### config.mk
export PLATFORM = sky130hd
export DESIGN_NAME = alu_operand_fetch_flat
export DESIGN_NICKNAME = d
export VERILOG_FILES = /design/src/rtl/alu_operand_fetch_if.sv /design/src/rtl/alu_operand_fetch.sv /design/src/flat_wrapper.sv
export SDC_FILE = /design/constraint.sdc
export NUM_CORES = 1
export LEC_CHECK = 0
export ABC_AREA = 1
export CAP_MARGIN = 40
export CORE_MARGIN = 5
export CORE_UTILIZATION = 40
export CTS_CLUSTER_SIZE = 20
export DETAILED_ROUTE_END_ITERATION = 10
export GPL_TIMING_DRIVEN = 0
export SLEW_MARGIN = 30
export SYNTH_ARGS = -nofsm -noshare
export SYNTH_HDL_FRONTEND = slang
export SYNTH_SLANG_ARGS = --single-unit
export TNS_END_PERCENT = 100
### constraint.sdc
create_clock -name clk -period 3.8 [get_ports clk]
set_input_delay 0.76 -clock clk [delete_from_list [all_inputs] [get_ports clk]]
set_output_delay 0.76 -clock clk [all_outputs]
set_load 0.1 [all_outputs]
### src/rtl/alu_operand_fetch_if.sv
// Operand-fetch stage handshake bundle: instruction in, write-back in, ALU operation out.
// The slave modport is the fetch stage; the master modport is the surrounding datapath.
interface alu_operand_fetch_if #(
    parameter int DATA_W = 8,
    parameter int ADDR_W = 5
);
    logic              in_valid;
    logic              in_ready;
    logic [31:0]       instr;
    logic              wb_en;
    logic [ADDR_W-1:0] wb_addr;
    logic [DATA_W-1:0] wb_data;
    logic              out_valid;
    logic              out_ready;
    logic [5:0]        func;
    logic [DATA_W-1:0] a;
    logic [DATA_W-1:0] b;
    logic [ADDR_W-1:0] dest;
    logic              illegal;
    logic [7:0]        ill_cnt;

    modport master (
        output in_valid, instr, wb_en, wb_addr, wb_data, out_ready,
        input  in_ready, out_valid, func, a, b, dest, illegal, ill_cnt
    );

    modport slave (
        input  in_valid, instr, wb_en, wb_addr, wb_data, out_ready,
        output in_ready, out_valid, func, a, b, dest, illegal, ill_cnt
    );
endinterface

### src/rtl/alu_operand_fetch.sv
// R-type decode + register-file read feeding the ALU; 1-cycle latency, write-back bypassed into the read.
// Backpressure: in_ready = !out_valid | out_ready (single output register, no skid buffer).
module alu_operand_fetch #(
    parameter int DATA_W = 8,
    parameter int ADDR_W = 5,
    parameter int NREGS  = 32
) (
    input logic               clk,
    input logic               rst,
    alu_operand_fetch_if.slave bus
);
    typedef struct packed {
        logic [5:0]        func;
        logic [DATA_W-1:0] a;
        logic [DATA_W-1:0] b;
        logic [ADDR_W-1:0] dest;
    } alu_op_t;

    logic [DATA_W-1:0] regs [NREGS];
    alu_op_t           op_q;
    alu_op_t           op_d;
    logic              out_vld_q;
    logic              ill_q;
    logic [7:0]        ill_cnt_q;

    logic              accept;
    logic              legal;
    logic [ADDR_W-1:0] rs_idx;
    logic [ADDR_W-1:0] rt_idx;
    logic [DATA_W-1:0] rd_a;
    logic [DATA_W-1:0] rd_b;
    logic              unused_shamt;

    assign unused_shamt = ^bus.instr[10:6];

    assign bus.in_ready = rst | ~out_vld_q | bus.out_ready;
    assign accept       = bus.in_valid & bus.in_ready;
    assign legal        = (bus.instr[31:26] == 6'b000000);
    assign rs_idx       = ADDR_W'(bus.instr[25:21]);
    assign rt_idx       = ADDR_W'(bus.instr[20:16]);

    // r0 reads as zero even when a write-back targets it; otherwise the in-flight write-back wins.
    always_comb begin
        rd_a = '0;
        if (rs_idx != '0) begin
            if (bus.wb_en && bus.wb_addr == rs_idx)
                rd_a = bus.wb_data;
            else if (32'(rs_idx) < NREGS)
                rd_a = regs[rs_idx];
        end
    end

    always_comb begin
        rd_b = '0;
        if (rt_idx != '0) begin
            if (bus.wb_en && bus.wb_addr == rt_idx)
                rd_b = bus.wb_data;
            else if (32'(rt_idx) < NREGS)
                rd_b = regs[rt_idx];
        end
    end

    always_comb begin
        op_d.func = bus.instr[5:0];
        op_d.a    = rd_a;
        op_d.b    = rd_b;
        op_d.dest = ADDR_W'(bus.instr[15:11]);
    end

    always_ff @(posedge clk) begin
        if (rst) begin
            out_vld_q <= 1'b0;
            op_q      <= '0;
            ill_q     <= 1'b0;
            ill_cnt_q <= '0;
            for (int i = 0; i < NREGS; i++)
                regs[i] <= '0;
        end else begin
            ill_q <= accept & ~legal;
            if (accept && !legal && ill_cnt_q != 8'hFF)
                ill_cnt_q <= ill_cnt_q + 8'd1;

            // A legal accept overrides consumption so back-to-back ops keep out_valid high.
            if (accept && legal) begin
                out_vld_q <= 1'b1;
                op_q      <= op_d;
            end else if (out_vld_q && bus.out_ready) begin
                out_vld_q <= 1'b0;
            end

            if (bus.wb_en && bus.wb_addr != '0 && 32'(bus.wb_addr) < NREGS)
                regs[bus.wb_addr] <= bus.wb_data;
        end
    end

    assign bus.out_valid = out_vld_q;
    assign bus.func      = op_q.func;
    assign bus.a         = op_q.a;
    assign bus.b         = op_q.b;
    assign bus.dest      = op_q.dest;
    assign bus.illegal   = ill_q;
    assign bus.ill_cnt   = ill_cnt_q;
endmodule

### src/flat_wrapper.sv
// flat-port wrapper written by rule: the top's interface ports become plain ports
module alu_operand_fetch_flat 
#(
    parameter int DATA_W = 8,
    parameter int ADDR_W = 5,
    parameter int NREGS  = 32
)
  (clk, rst, bus_in_valid, bus_instr, bus_wb_en, bus_wb_addr, bus_wb_data, bus_out_ready, bus_in_ready, bus_out_valid, bus_func, bus_a, bus_b, bus_dest, bus_illegal, bus_ill_cnt);
  alu_operand_fetch_if #(.DATA_W(DATA_W), .ADDR_W(ADDR_W)) bus_i ();
  input logic clk;
  input logic rst;
  input wire logic [$bits(bus_i.in_valid)-1:0] bus_in_valid;
  input wire logic [$bits(bus_i.instr)-1:0] bus_instr;
  input wire logic [$bits(bus_i.wb_en)-1:0] bus_wb_en;
  input wire logic [$bits(bus_i.wb_addr)-1:0] bus_wb_addr;
  input wire logic [$bits(bus_i.wb_data)-1:0] bus_wb_data;
  input wire logic [$bits(bus_i.out_ready)-1:0] bus_out_ready;
  output wire logic [$bits(bus_i.in_ready)-1:0] bus_in_ready;
  output wire logic [$bits(bus_i.out_valid)-1:0] bus_out_valid;
  output wire logic [$bits(bus_i.func)-1:0] bus_func;
  output wire logic [$bits(bus_i.a)-1:0] bus_a;
  output wire logic [$bits(bus_i.b)-1:0] bus_b;
  output wire logic [$bits(bus_i.dest)-1:0] bus_dest;
  output wire logic [$bits(bus_i.illegal)-1:0] bus_illegal;
  output wire logic [$bits(bus_i.ill_cnt)-1:0] bus_ill_cnt;
  assign bus_i.in_valid = bus_in_valid;
  assign bus_i.instr = bus_instr;
  assign bus_i.wb_en = bus_wb_en;
  assign bus_i.wb_addr = bus_wb_addr;
  assign bus_i.wb_data = bus_wb_data;
  assign bus_i.out_ready = bus_out_ready;
  assign bus_in_ready = bus_i.in_ready;
  assign bus_out_valid = bus_i.out_valid;
  assign bus_func = bus_i.func;
  assign bus_a = bus_i.a;
  assign bus_b = bus_i.b;
  assign bus_dest = bus_i.dest;
  assign bus_illegal = bus_i.illegal;
  assign bus_ill_cnt = bus_i.ill_cnt;
  alu_operand_fetch #(.DATA_W(DATA_W), .ADDR_W(ADDR_W), .NREGS(NREGS)) u_core (.clk(clk), .rst(rst), .bus(bus_i));
endmodule
* Word level (Yosys, flattened, before mapping)
Memories as Yosys holds them, arrays and structs flattened. Cells that the tools add are included.
Word-level totals: register bits 37, RAM bits 256, input bits 50, output and inout bits 38, word-level logic and storage cells 46, memories kept 1
Cells by class: add/sub/neg operators 1, equality and inequality tests 3, multiplexer cells 14, bitwise logic cells 6, reduce and logical (&&, ||, !) cells 14
Memories:
- u_core.regs | words 32, width 8, rd ports 2, clocked after memory_dff 0, wr ports 32, RTL line alu_operand_fetch.sv:19 | logic [DATA_W-1:0] regs [NREGS];
Operators with widths (number):
- 2-to-1 mux 8 bit | 5
- nonzero test 5 bit | 3
- == test 5 bit | 2
- adder 8 x 1 -> 8 bit (second input constant) | 1
- 2-to-1 mux 1 bit | 8
- != test 8 bit (second input constant) | 1
- OR reduction 8 bit | 1
- logical AND 1 bit | 7
- zero test 6 bit | 1
- 2-to-1 mux 5 bit | 1
- bitwise AND 1 bit | 2
- NOT 1 bit | 2
- bitwise OR 1 bit | 2
- nonzero test 2 bit | 1
- zero test 1 bit | 1

* Depth between registers and ports, before layout
Gate-level depths: netlist of run 1.
word-level depth 7, gate-level depth with buffers 14, mapped depth without buffers 11

* Worst setup path before layout of run 1
OpenSTA, ideal clock, no wires.
path kind register to register, from register u_core.out_vld_q, in the netlist u_core.bus.out_valid, to register u_core.op_q, in the netlist u_core.bus.a[6], library setup time 68 ps, arrival time 2921 ps, slack 812 ps, cell stages (with the launch flop) 8, path buffers 1, period minus slack after synthesis 2988 ps, cell sequence dfxtp_1 nand3b_1 nand2_1 nor2_2 inv_2 buf_2 nand2_1 a21oi_2
Between the ends: longest elaborated chain between the ends 5
RTL lines:
- start, declared | RTL line alu_operand_fetch.sv:22 | logic out_vld_q;
- start signal, assigned | RTL line alu_operand_fetch.sv:72 | out_vld_q <= 1'b0;
- start signal, assigned | RTL line alu_operand_fetch.sv:85 | out_vld_q <= 1'b1;
- start signal, assigned | RTL line alu_operand_fetch.sv:88 | out_vld_q <= 1'b0;
- NOT 1 bit | RTL line alu_operand_fetch.sv:36 | assign bus.in_ready = rst | ~out_vld_q | bus.out_ready;
- bitwise OR 1 bit (2 in series) | RTL line alu_operand_fetch.sv:36
- net bus_in_ready | RTL line flat_wrapper.sv:18 | output wire logic [$bits(bus_i.in_ready)-1:0] bus_in_ready;
- bitwise AND 1 bit | RTL line alu_operand_fetch.sv:37 | assign accept = bus.in_valid & bus.in_ready;
- logical AND 1 bit | RTL line alu_operand_fetch.sv:84 | if (accept && legal) begin
- end signal, assigned | RTL line alu_operand_fetch.sv:86 | op_q <= op_d;
- end, declared | RTL line alu_operand_fetch.sv:20 | alu_op_t op_q;
The timed path passes the listed nets, and every way through them passes these cells. A chain may end at the register's enable or synchronous reset.

==> impl_results.md, run 1 <==
- Most used DFF post-synth: edfxtp_1
- Final Net Count: about 2.2k
- Ys async rst share: 0%
- CTS max path bufs: 3
- Wire per inst: 28.1 µm
- Synthesis-to-finish area growth: 21.5%
- N_diodes: 0
- Yosys warns: 0
- Crit path capture type: register
- IO Pins: 88
- Sw Share: approximately 28%
- CP Cell Sequence: clkdlybuf4s50_1, nor2_2, nand2_1, nand2_4, nor3_2, nand2_1, nand2_1
- Clock Latency Late Sink: about 0.56 ns
- Post-synth cell types: 39
- Final core utilization: approximately half
- CTS root buf: clkbuf_16
- Status: finished, final reports clean
- Power share of the combinational group: 14.6%
- IO buf count: between 70 and 80
- Power Total: approximately 8.4 mW
- Worst path top cell family by delay: simple AND/OR/NAND/NOR gates
- DIE AREA: 44500 µm²
- DR pass1 iterations: 6
- Mapped Cells: slightly above 2k
- Sinks on Clock Net: approximately 300
- Filler cell count: approximately 4.0k
- Die width: 211 µm
- Synth Register Bits: slightly below 300
- Inst Count DP: approximately 2.7k
- Final period demand of the worst path: 3.20 ns
- Crit Path Max Fanout: 9
- Postcts setup bufs: 0
- GRT Residual Overflow: 0
- Vias in the first global route: between 10k and 15k
- Critical Path Max Stage Delay: around 0.66 ns
- CTS clock-pin slew for the worst setup and hold paths: about 0.06 ns
- Most common cell after layout, fill and taps aside: nand2_1
- Slew headroom: a little under two fifths
- # rows: 73
- Maximum number of pins on one net before global-route repair: 14
- DP Wirelength: 58.1 mm
- Leak Pwr: between 7 and 8 nW
- Share of layout cells above drive strength 1: between 10% and 20%
- Setup violators final: 0
- CTS tree: yes
- Number of flops mapped to enable cells by yosys: roughly 260
- Cell area power density: approximately 430 nW/µm²
- Post-Route Setup TNS: 0 ns
- Tcrit/Tclk final: 84.3%
- Worst Path Required: ~4.0 ns
- Worst setup path class: input pin to register
- H-tree Lvls: 2
- Fmax: ~0.31 GHz
- Die height: 211 µm
- Post-Synthesis Cell Area: 16100 µm²
- Pre-CTS setup slack: roughly 0.16 ns
- Switching power: roughly 2.4 mW
- Max Slew Vio Count: 0
- Fin. Hold Viols: 0
- Fin Clk Skew: 0.0156 ns
- Initial antenna violation count: 0
- Number of max-cap violations: 0
- Routed via count: approximately 16k
- Commonest non-fill, non-tap cells in the layout: nand2_1 (523), nor2_1 (413), edfxtp_1 (256)
- CP Launch Type: input pin
- Routed vias/inst: 5.82
- Slowest cell on crit path: nor2_2
- Initial Utilization: ~41%
- Clock share of power: between 40 and 50%
- Global-route wire length before repair: 106 mm
- Wirelength, routed: approximately 77 mm
- CP bufs+invs: 1
- Register area share after synthesis: a little over half
- Hold Path Class: register to register
- Core box area: 39800 µm²
- Critical Path AT: about 3.4 ns
- Internal Pwr Total: about 6.0 mW
- Post-CTS Resized: 0
- Setup WS post-layout: just under 0.6 ns
- RSZ-0062 raised after global routing: false
- Post-cts hold buffer count: 0
- Finished Layout Cells: about 2.7k
- Placer's final routability congestion estimate: between 1 and 1.5
- Avg Cell Area, Syn: 7.99 µm²
- CP most frequent cell: nand2_1
- Max IR drop VDD: 0.398 mV
- Gr usage total: about a third
- Worst Tran Pin Value: between 0.9 and 1 ns
- Routed Antenna Nets: 0
- Post-route DRC: 0
- Sequential power share: ~45%
- Drt initial violations: around 2.5k
- Total CTS buffers: 34
final cells by class:
class                      count  area [µm²]  share of cell area, %
timing repair buffer         126        1650                   8.40
sequential                   293        8430                   42.9
inverter                      91         342                   1.74
multi-input combinational   1505        6690                   34.1
clock buffer                  42         966                   4.92
buffer                       138         714                   3.64
tap                          525         657                   3.35
clock inverter                17         178                  0.905
routing by layer:
metal | wire length [µm] | global-route usage [%]
met3 | 8290 | 6.45
met5 | 0 | 0
met2 | 33900 | 52.1
met1 | 30500 | 46.2
met4 | 4250 | 15.7
flip-flops by register name, indices dropped and copies added, names as in the netlist:
| name | count |
|---|---|
| u_core.bus.dest | 5 |
| u_core.bus.illegal | 1 |
| u_core.bus.ill_cnt | 8 |
| u_core.bus.func | 6 |
| u_core.bus.b | 8 |
| u_core.regs | 256 |
| u_core.bus.a | 8 |
| u_core.bus.out_valid | 1 |
final timing paths:
| kind | startpoint | endpoint | slack (ns) | cells past startpoint |
|---|---|---|---|---|
| hold reg to reg | u_core.bus.b[5] | u_core.bus.b[5] | 0.47 | 2 |
| hold / removal | u_core.bus.b[5] | u_core.bus.b[5] | 0.47 | 2 |
| setup reg to reg | u_core.regs[2][4] | u_core.bus.a[4] | 1.85 | 10 |
| setup / recovery | bus_wb_addr[0] | u_core.regs[2][0] | 0.60 | 7 |
cell families (layout without fill, tap and decap cells):
| family | after synthesis | in the layout | share of synthesized area (%) |
|---|---|---|---|
| xor+xnor | 7 | 7 | 0.380 |
| simple gates | 1254 | 1254 | 32.6 |
| flops | 293 | 293 | 52.2 |
| fa+ha+maj | 1 | 1 | 0.0775 |
| compound gates | 235 | 235 | 8.15 |
| other cells | 1 | 8 | 0.0232 |
| buf+inv | 229 | 414 | 6.52 |
power by group through the flow:
stage	registers (mW)	clock network [mW]	logic [mW]
floorplan	3.80	0	0.605
global placement	3.81	0	1.14
detailed placement	3.81	0	1.18
CTS	3.75	3.45	1.18
global route	3.76	3.58	1.27
finish	3.75	3.44	1.23
worst register-to-register path, stage by stage, from the launching register on:
cell and delay [ns]:
edfxtp_1 0.38, nand2_1 0.08, o21ai_0 0.10, nand2_1 0.09, nand3_1 0.26, nor2_1 0.36
nand2_1 0.19, nand2_1 0.16, nand2_1 0.07, nand2_1 0.07, a21oi_2 0.05
cells in the mapped netlist, types with 5 or more instances:
library cell  count  area, µm²
nand2_1         523       1960
nor2_1          413       1550
edfxtp_1        256       7690
nand3_1         250       1250
o21ai_0         126        631
inv_1            78        293
buf_2            61        305
a21oi_1          57        285
clkbuf_1         44        165
dfxtp_1          37        741
o211ai_1         34        255
nand2_2          26        163
buf_4            17        128
inv_2            11       41.3
and3_1            8       50.1
buf_1             8       30.0
nor2_2            8       50.1
a21boi_0          7       52.6
a21oi_2           7       61.3
buf_6             7       78.8
nor3_1            6       30.0
xor2_1            6       52.6
nand3_2           5       50.1
through the flow:
stage	area (µm²)	hold WS, ns
6_report	19600	0.466
3_3_place_gp	17600	0.456
5_1_grt	19600	0.487
4_1_cts	19600	0.469
3_5_place_dp	18500	0.458
2_1_floorplan	16200	0.793
No activity file was read; power rests on OpenSTA's default activity.
==> run 2: changes to the inputs <==
==> constraint.sdc (replaced) <==
create_clock -name clk -period 3.03 [get_ports clk]
set_input_delay 0.606 -clock clk [delete_from_list [all_inputs] [get_ports clk]]
set_output_delay 0.606 -clock clk [all_outputs]
set_load 0.1 [all_outputs]
==> run 2 against run 1 <==
Against the previous run: clock power up 25%; via count down 0.23%; largest cell class unchanged; final cell count unchanged; first-iteration DRC count down 0.20%; critical path type unchanged; die area unchanged; count of clock-buffer cells in the layout unchanged.
==> impl_results.md, run 2 (same netlist as run 1, synthesis figures left out) <==
- Drt initial violations: 2493 (was 2498)
- Routed vias/inst: 5.80 (was 5.82)
- RSZ-0062 raised after global routing: false (unchanged)
- Die width: 211 µm (unchanged)
- Stages on worst setup path: 13 (was 7)
- Setup violators final: 0 (unchanged)
- Routed via count: 15.9k (about the same)
- CTS clock-pin slew for the worst setup and hold paths: 0.06 ns (about the same)
- CTS root buf: clkbuf_16 (unchanged)
- Worst setup path class: input pin to register (unchanged)
- DP Wirelength: 58.1 mm (unchanged)
- Fin Clk Skew: 0.0142 ns (was 0.0156 ns)
- Slew headroom: 36.2% (was 37.2%)
- IO buf count: 73 (unchanged)
- Met1 usage: 46.2% (unchanged)
- Post-Route Setup TNS: 0 ns (unchanged)
- Sinks on Clock Net: 293 (unchanged)
- CP bufs+invs: 4 (was 1)
- Start point of the critical path: bus_instr[21] (was bus_wb_addr[0])
- RR Startpoint: u_core.regs[0][4] (was u_core.regs[2][4])
- Filler cell count: 3957 (unchanged)
- Initial antenna violation count: 0 (unchanged)
- Reg2reg end: u_core.bus.a[4] (unchanged)
- M2 GR Usage: 52.1% (unchanged)
- Synthesis-to-finish area growth: 21.6% (was 21.5%)
- Clock Latency Late Sink: 0.56 ns (about the same)
- Leak Pwr: 7.96 nW (about the same)
- Most common cell after layout, fill and taps aside: nand2_1 (unchanged)
- Crit path capture type: register (unchanged)
- Gr usage total: 33.8% (unchanged)
- Hold Path Class: input pin to register (was register to register)
- Busiest grt layer: met2 (unchanged)
- Wirelength, routed: 76.9 mm (was 77.0 mm)
- Worst reg-to-reg path cell count: 10 (unchanged)
- Post-route DRC: 0 (unchanged)
- Routed Antenna Nets: 0 (unchanged)
- Fin. Hold Viols: 0 (unchanged)
- Area of the multi-input gates: 6700 µm² (was 6690 µm²)
- CP Cell Sequence: clkdlybuf4s50_1, inv_1, buf_4, buf_2, o21ai_0, nand2_1, nand3_1, nor2_1, nand2_1, nand2_1, nand2_1, nand2_1, a21oi_2 (was clkdlybuf4s50_1, nor2_2, nand2_1, nand2_4, nor3_2, nand2_1, nand2_1)
- Share of layout cells above drive strength 1: 11.5% (unchanged)
- Most flop-heavy register: u_core.regs (unchanged)
- GRT Residual Overflow: 0 (unchanged)
- Initial Utilization: 40.5% (unchanged)
- Placer's final routability congestion estimate: 1.04 (unchanged)
- Largest register FFs: 256 (unchanged)
- Critical path destination: u_core.bus.a[4] (was u_core.regs[2][0])
- Wire per inst: 28.1 µm (about the same)
- Vias in the first global route: 14.7k (unchanged)
- Tcrit/Tclk final: a little over nine tenths
- Worst Path Required: 3.44 ns (was 3.97 ns)
- H-tree Lvls: 2 (unchanged)
- Postcts setup bufs: 0 (unchanged)
- Power Total: 10.6 mW (was 8.42 mW)
- DR pass1 iterations: 6 (unchanged)
- Core box area: 39800 µm² (unchanged)
- Post-CTS Resized: 0 (unchanged)
- DIE AREA: 44500 µm² (unchanged)
- IO Pins: 88 (unchanged)
- Final Net Count: 2240 (unchanged)
- Max Slew Vio Count: 0 (unchanged)
- Worst reg2reg setup slack: 1.07 ns (was 1.85 ns)
- Max IR drop VDD: 0.497 mV (was 0.398 mV)
- Die height: 211 µm (unchanged)
- CP most frequent cell: nand2_1 (unchanged)
- Fmax: 0.336 GHz
- CTS tree: yes (unchanged)
- Commonest non-fill, non-tap cells in the layout: nand2_1 (523), nor2_1 (413), edfxtp_1 (256) (unchanged)
- Global-route wire length before repair: 106 mm (unchanged)
- Worst path top cell family by delay: buffers and inverters (was simple AND/OR/NAND/NOR gates)
- Slowest cell on crit path: clkdlybuf4s50_1 (was nor2_2)
- Critical Path AT: 3.39 ns (was 3.37 ns)
- Status: finished, final reports clean (unchanged)
- Maximum number of pins on one net before global-route repair: 14 (unchanged)
- Number of max-cap violations: 0 (unchanged)
- Register area: 8430 µm² (unchanged)
- Critical Path Max Stage Delay: 0.48 ns (was 0.66 ns)
- CTS max path bufs: 3 (unchanged)
- CP Launch Type: input pin (unchanged)
- Crit Path Max Fanout: 10 (was 9)
- # rows: 73 (unchanged)
- Global routing usage on met3: 6.45% (unchanged)
- N_diodes: 0 (unchanged)
- Cell area power density: 538 nW/µm² (was 429 nW/µm²)
- Total CTS buffers: 34 (unchanged)
- Worst Tran Pin Value: 0.958 ns (was 0.942 ns)
- Final period demand of the worst path: between 2 and 3 ns
- Post-cts hold buffer count: 0 (unchanged)
run 2: final cells by class:
class                   instances  area share (%)
well taps                     525            3.35
repair buffers                126            8.39
flip-flops and latches        293            42.9
plain buffers                 138            3.64
inverters                      91            1.74
clock inverters                17           0.905
clock buffers                  42            4.92
multi-input cells            1505            34.1
run 2: worst min path at each step:
stage,from,end,slack [ns],cells after the start
global route,rst,u_core.bus.ill_cnt[7],0.41,2
global placement,u_core.bus.b[1],u_core.bus.b[1],0.46,2
floorplan,bus_instr[15],u_core.bus.dest[4],0.74,2
finish,rst,u_core.bus.ill_cnt[7],0.42,2
detailed placement,u_core.bus.a[1],u_core.bus.a[1],0.46,2
CTS,rst,u_core.bus.ill_cnt[7],0.39,2
run 2: per-stage QoR:
step	cell area, µm²	instances	utilization [%]	setup WS (ns)	hold WS [ns]
2_1_floorplan	16200	2027	-	0.0415	0.741
3_3_place_gp	17600	2625	44.1	-0.664	0.456
3_5_place_dp	18500	2676	46.3	-0.452	0.458
4_1_cts	19600	2735	49.2	0.108	0.388
5_1_grt	19600	2737	49.3	0.0550	0.412
6_report	19600	2737	49.3	0.0510	0.415
run 2: power breakdown:
group | switching (mW) | internal (mW) | leakage (nW) | total (mW)
logic | 1.15 | 0.393 | 4.67 | 1.55
registers | 0.121 | 4.59 | 2.74 | 4.71
clock network | 1.72 | 2.59 | 0.558 | 4.31
run 2: routing by layer:
layer | vias up | share of wire (%)
met1 | 7605 | 40
li1 | 7055 | -
met2 | 1021 | 44
met5 | - | 0
met3 | 199 | 10
met4 | 0 | 5.3
